<file path="src/rtl/gcd_pkg.sv">
// Shared definitions for the GCD controller: FSM state encoding and datapath mux select values.
package gcd_pkg;

  typedef enum logic [2:0] {
    S_IDLE = 3'd0,
    S_LOAD = 3'd1,
    S_CMP  = 3'd2,
    S_SUBX = 3'd3,
    S_SUBY = 3'd4,
    S_DONE = 3'd5,
    S_ERR  = 3'd6
  } gcd_state_t;

  localparam logic SEL_OPERAND = 1'b1;
  localparam logic SEL_DIFF    = 1'b0;

endpackage

</file>
<file path="src/rtl/gcd_controller_if.sv">
// Control/status bundle between the GCD controller (slave) and its requester plus datapath (master).
// Handshake: start is a 4-phase request; done is held while start stays high and clears after start drops.
interface gcd_controller_if;
  logic start;
  logic eq;
  logic lt;
  logic x_load;
  logic y_load;
  logic x_select;
  logic y_select;
  logic busy;
  logic done;
  logic err;

  modport master (
    output start, eq, lt,
    input  x_load, y_load, x_select, y_select, busy, done, err
  );

  modport slave (
    input  start, eq, lt,
    output x_load, y_load, x_select, y_select, busy, done, err
  );
endinterface

</file>
<file path="src/rtl/gcd_iter_counter.sv">
// Saturating subtraction-step counter for the GCD watchdog; flags when MAX_ITER steps have been taken.
module gcd_iter_counter #(
  parameter int MAX_ITER = 16
) (
  input  logic                            clk,
  input  logic                            rst,
  input  logic                            i_clear,
  input  logic                            i_incr,
  output logic                            o_limit,
  output logic [$clog2(MAX_ITER+1)-1:0]   o_count
);
  localparam int CNT_W = $clog2(MAX_ITER + 1);
  localparam logic [CNT_W-1:0] LIMIT = CNT_W'(MAX_ITER);

  logic [CNT_W-1:0] r_count;

  // Saturates at LIMIT so a runaway operation can never wrap back under the threshold.
  always_ff @(posedge clk or posedge rst) begin
    if (rst) begin
      r_count <= '0;
    end else if (i_clear) begin
      r_count <= '0;
    end else if (i_incr && (r_count != LIMIT)) begin
      r_count <= r_count + 1'b1;
    end
  end

  assign o_limit = (r_count == LIMIT);
  assign o_count = r_count;
endmodule

</file>
<file path="src/rtl/gcd_controller.sv">
// Moore FSM sequencing a subtract-and-compare GCD datapath.
// Optional watchdog (macro GCD_CTRL_WATCHDOG_EN) aborts to ERR after MAX_ITER subtraction steps.
module gcd_controller
  import gcd_pkg::*;
#(
  parameter int WIDTH    = 4,
  parameter int MAX_ITER = 2**WIDTH
) (
  input  logic                          clk,
  input  logic                          clr,
  gcd_controller_if.slave               ctl,
  output gcd_state_t                    o_dbg_state,
  output logic [$clog2(MAX_ITER+1)-1:0] o_dbg_count
);

  gcd_state_t r_state;
  gcd_state_t w_next;
  logic       r_armed;
  logic       w_limit;

  // r_armed records that start has been seen low, so a level held over from a finished job cannot retrigger.
  always_ff @(posedge clk or posedge clr) begin
    if (clr) begin
      r_state <= S_IDLE;
      r_armed <= 1'b1;
    end else begin
      r_state <= w_next;
      if (!ctl.start)
        r_armed <= 1'b1;
      else if (w_next == S_LOAD)
        r_armed <= 1'b0;
    end
  end

`ifdef GCD_CTRL_WATCHDOG_EN
  gcd_iter_counter #(.MAX_ITER(MAX_ITER)) u_iter (
    .clk     (clk),
    .rst     (clr),
    .i_clear (r_state == S_LOAD),
    .i_incr  ((r_state == S_SUBX) || (r_state == S_SUBY)),
    .o_limit (w_limit),
    .o_count (o_dbg_count)
  );
`else
  assign w_limit     = 1'b0;
  assign o_dbg_count = '0;
`endif

  always_comb begin
    w_next = r_state;
    case (r_state)
      S_IDLE: if (ctl.start && r_armed) w_next = S_LOAD;
      S_LOAD: w_next = S_CMP;
      S_CMP: begin
        if (ctl.eq)       w_next = S_DONE;
        else if (w_limit) w_next = S_ERR;
        else if (ctl.lt)  w_next = S_SUBY;
        else              w_next = S_SUBX;
      end
      S_SUBX: w_next = S_CMP;
      S_SUBY: w_next = S_CMP;
      S_DONE: if (!ctl.start) w_next = S_IDLE;
      S_ERR:  if (!ctl.start) w_next = S_IDLE;
      default: w_next = S_IDLE;
    endcase
  end

  // Outputs decode r_state only; no input reaches an output combinationally.
  always_comb begin
    ctl.x_load   = 1'b0;
    ctl.y_load   = 1'b0;
    ctl.x_select = SEL_DIFF;
    ctl.y_select = SEL_DIFF;
    ctl.busy     = 1'b0;
    ctl.done     = 1'b0;
    ctl.err      = 1'b0;
    case (r_state)
      S_LOAD: begin
        ctl.x_load   = 1'b1;
        ctl.y_load   = 1'b1;
        ctl.x_select = SEL_OPERAND;
        ctl.y_select = SEL_OPERAND;
        ctl.busy     = 1'b1;
      end
      S_CMP:  ctl.busy = 1'b1;
      S_SUBX: begin
        ctl.x_load = 1'b1;
        ctl.busy   = 1'b1;
      end
      S_SUBY: begin
        ctl.y_load = 1'b1;
        ctl.busy   = 1'b1;
      end
      S_DONE: ctl.done = 1'b1;
      S_ERR: begin
        ctl.done = 1'b1;
        ctl.err  = 1'b1;
      end
      default: ;
    endcase
  end

  assign o_dbg_state = r_state;

endmodule
</file>
<file path="src/flat_wrapper.sv">
// flat-port wrapper written by rule: the top's interface ports become plain ports
module gcd_controller_flat import gcd_pkg::*;
#(
  parameter int WIDTH    = 4,
  parameter int MAX_ITER = 2**WIDTH
)
  (clk, clr, o_dbg_state, o_dbg_count, ctl_start, ctl_eq, ctl_lt, ctl_x_load, ctl_y_load, ctl_x_select, ctl_y_select, ctl_busy, ctl_done, ctl_err);
  gcd_controller_if ctl_i ();
  input  logic clk;
  input  logic clr;
  output gcd_state_t o_dbg_state;
  output logic [$clog2(MAX_ITER+1)-1:0] o_dbg_count;
  input wire logic [$bits(ctl_i.start)-1:0] ctl_start;
  input wire logic [$bits(ctl_i.eq)-1:0] ctl_eq;
  input wire logic [$bits(ctl_i.lt)-1:0] ctl_lt;
  output wire logic [$bits(ctl_i.x_load)-1:0] ctl_x_load;
  output wire logic [$bits(ctl_i.y_load)-1:0] ctl_y_load;
  output wire logic [$bits(ctl_i.x_select)-1:0] ctl_x_select;
  output wire logic [$bits(ctl_i.y_select)-1:0] ctl_y_select;
  output wire logic [$bits(ctl_i.busy)-1:0] ctl_busy;
  output wire logic [$bits(ctl_i.done)-1:0] ctl_done;
  output wire logic [$bits(ctl_i.err)-1:0] ctl_err;
  assign ctl_i.start = ctl_start;
  assign ctl_i.eq = ctl_eq;
  assign ctl_i.lt = ctl_lt;
  assign ctl_x_load = ctl_i.x_load;
  assign ctl_y_load = ctl_i.y_load;
  assign ctl_x_select = ctl_i.x_select;
  assign ctl_y_select = ctl_i.y_select;
  assign ctl_busy = ctl_i.busy;
  assign ctl_done = ctl_i.done;
  assign ctl_err = ctl_i.err;
  gcd_controller #(.WIDTH(WIDTH), .MAX_ITER(MAX_ITER)) u_core (.clk(clk), .clr(clr), .ctl(ctl_i), .o_dbg_state(o_dbg_state), .o_dbg_count(o_dbg_count));
endmodule
</file>
<file path="config.mk">
export PLATFORM = sky130hd
export DESIGN_NAME = gcd_controller_flat
export DESIGN_NICKNAME = d
export VERILOG_FILES = /design/src/rtl/gcd_pkg.sv /design/src/rtl/gcd_controller_if.sv /design/src/rtl/gcd_iter_counter.sv /design/src/rtl/gcd_controller.sv /design/src/flat_wrapper.sv
export SDC_FILE = /design/constraint.sdc
export NUM_CORES = 1
export LEC_CHECK = 0
export CORE_AREA = 2 2 39 41
export DETAILED_ROUTE_END_ITERATION = 8
export DIE_AREA = 0 0 41 43
export SETUP_SLACK_MARGIN = 0.05
export SKIP_LAST_GASP = 1
export SYNTH_ARGS = -nofsm -noshare
export SYNTH_HDL_FRONTEND = slang
export SYNTH_SLANG_ARGS = --single-unit
</file>
<file path="constraint.sdc">
create_clock -name clk -period 1.8 [get_ports clk]
set_input_delay 0.27 -clock clk [delete_from_list [all_inputs] [get_ports clk]]
set_output_delay 0.27 -clock clk [all_outputs]
set_load 0.01 [all_outputs]
</file>
==> summary.md <==
| Metric | Value |
|---|---|
| Netlist cell types | `22` |
| Vias in the first global route | `239` |
| Largest net degree at the start of global routing | `9` |
| Final period util | `0.937` |
| Share of layout cells above drive strength 1 | `0.164` |
| Port bufs | `14` |
| YS warnings | `0` |
| Post-synth EDFFs | `0` |
| Setup TNS | `0 ns` |
| Startpoint types | `flip-flop` |
| Clock sink count | `4` |
| Count of state elements after synthesis | `4` |
| Routed vias | `between 300 and 400` |
| Chip Width | `~41 um` |
| Cell at the root of the clock tree | `clkbuf_4` |
| Antenna-violating nets left | `0` |
| Async SR Flop Fraction | `1.00` |
| Main synth FF type | `dfrtp_1` |
| DR pass1 iterations | `4` |
| N_diodes | `0` |
| Pwr per Cell Area | `1750 mW/mm^2` |
| Post-Syn Area | `roughly 330 sq um` |
| WL per Instance | `approximately 9.4 um` |
| DR DRC count | `0` |
| CTS clk-pin slew, worst paths | `around 0.040 ns` |
| Final setup violation count | `0` |
| Largest cells by area after synthesis | `dfrtp_1 (23%), buf_4 (16%), dfstp_2 (8.1%), and3b_1 (5.4%), xnor2_1 (5.4%)` |
| RSZ-0062 raised after global routing | `no` |
| Syn Inst Count | `38` |
| Critical path class | `reg -> out` |
| Placeable Area | `0.00138 sq mm` |
| Final #Nets | `approximately 60` |
| Die ar. | `0.00176 sq mm` |
| Status | `finished clean` |
| Slew Limit Fails | `0` |
| Top cell type's share of synthesized area | `0.231` |
| Setup Skew | `0.00507 ns` |
| Hold WC Path Type | `in -> async` |
| Final hold violations | `0` |
| Overall Global Routing Usage | `0.0927` |
| First-pass GRT wire length | `972 um` |
| Number of H-tree levels | `1` |
| Critical Path Sink Type | `output port` |
| Initial drt markers | `11` |
| CP arrival | `between 1 and 1.5 ns` |
| Minimum clock period | `roughly 1.7 ns` |
| Die Ht | `between 40 and 50 um` |
| Synth area leader | `dfrtp_1` |
| Max_cap viols | `0` |
| CTS tree | `done` |
| Max Clock Freq | `~600 MHz` |
| Seq/Total Area, Yosys | `0.312` |
| CTS Buf Count | `3` |
| Worst EP required | `approximately 1.5 ns` |
| CP max FO | `6` |
| Drt total wl | `about 670 um` |
| Fill count | `about 150` |
| Initial antenna violation count | `0` |
| Maximum vdd drop | `494 uV` |
| Row count | `14` |
| RD Place Congestion | `approximately 0.7` |
| P&R area growth vs syn | `49.6%` |
| DPL Wire Length | `~500 um` |
| Syn Area/Cell | `approximately 8.6 sq um` |
| Max clock buf depth | `2` |
| Leakage power | `~0.25 nW` |
| Clk_lat worst skew | `between 0.2 and 0.3 ns` |
| Vias/cell | `approximately 4.3` |
| Initial Utilization | `0.235` |
| Pwr Total | `between 0.8 and 0.9 mW` |
| I/O pin total | `20` |
| Global route total overflow | `0` |
-- final timing paths --
kind / slack, ns / startpoint / endpoint / cells after the start
worst min register to register: 0.47 / u_core.r_armed / u_core.r_armed / 2
min in group clk: 0.47 / u_core.r_armed / u_core.r_armed / 2
max in group asynchronous: 1.37 / clr / u_core.r_armed / 2
worst max-delay path: 0.11 / u_core.o_dbg_state[0] / ctl_err / 2
worst min-delay path: 0.21 / clr / u_core.o_dbg_state[2] / 2
worst max register to register: 0.42 / u_core.o_dbg_state[1] / u_core.o_dbg_state[0] / 4
-- power by group --
group / total (mW) / internal (mW) / switching, mW
logic: 0.532 / 0.304 / 0.228
registers: 0.190 / 0.139 / 0.0514
clock network: 0.129 / 0.0837 / 0.0455
-- layer usage --
metal	global-route usage	part of all wire	up-vias
met5	0	0	-
met4	0.120	0.045	0
met3	0.0314	0.11	4
met2	0.116	0.46	19
met1	0.101	0.39	131
li1	-	-	149
-- through the flow --
step / setup WS (ns) / utilization / hold slack (ns) / cell area [sq um] / instances
6_report: 0.113 / 0.352 / 0.206 / 487 / 71
3_5_place_dp: 0.195 / 0.328 / 0.464 / 454 / 66
2_1_floorplan: 0.274 / - / 0.0354 / 340 / 42
3_3_place_gp: 0.225 / 0.328 / 0.463 / 454 / 66
4_1_cts: 0.0593 / 0.349 / 0.210 / 483 / 71
5_1_grt: 0.0560 / 0.352 / 0.221 / 487 / 71
-- synth_stat cells (all sizes together) (2+ instances only) --
cell   n
xnor2  2
buf    9
nor2   3
nor2b  2
nand2  2
a21oi  2
and3b  2
dfrtp  3
inv    2
-- sequential cells by signal (all words and copies together) (netlist names) --
signal and cells:
u_core.o_dbg_state 3, u_core.r_armed 1
-- placed cells by master, fill, tap and decap left out --
master           instances
nor3_1                   1
xor2_1                   1
and2_1                   1
nor2_1                   3
inv_1                    2
a22o_1                   1
dlygate4sd2_1            4
a21oi_1                  2
nor2b_1                  2
clkbuf_1                 1
dlymetal6s2s_1           1
nand2_1                  2
a21o_1                   1
conb_1                   5
and3b_1                  2
or4_1                    1
a211oi_1                 1
clkdlybuf4s50_1          9
clkbuf_4                 3
buf_4                    4
dfrtp_1                  2
dfrtp_2                  1
nand4b_1                 1
dfstp_2                  1
o31ai_1                  1
xnor2_1                  2
-- timing repair --
action / CTS / global route
buffers inserted: 1 / 0
endpoints found under the setup margin: 5 / 3
hold buffers: 0 / 0
gates cloned: 0 / 0
gates resized for setup: 4 / 2
-- cells by family after synthesis --
logic type	synth area share
AO/OA/AOI/OAI	0.127
XOR/XNOR	0.0808
buffers and inverters	0.235
flip-flops	0.312
other	0.0115
AND/OR/NAND/NOR	0.235
-- worst max-delay path: stages, from the launching register on --
cell and delay [ns]:
dfrtp_2 0.43, and3b_1 0.21, clkdlybuf4s50_1 0.53
-- final cells by class --
cell class              instances  area (sq um)  area share
clock buffers                   4          26.3      0.0540
inverters                       2          7.51      0.0154
multi-input cells              27           163       0.334
flip-flops and latches          4           103       0.211
well taps                      16          20.0      0.0411
repair buffers                 18           168       0.344
(Power assumes the default switching activity.)
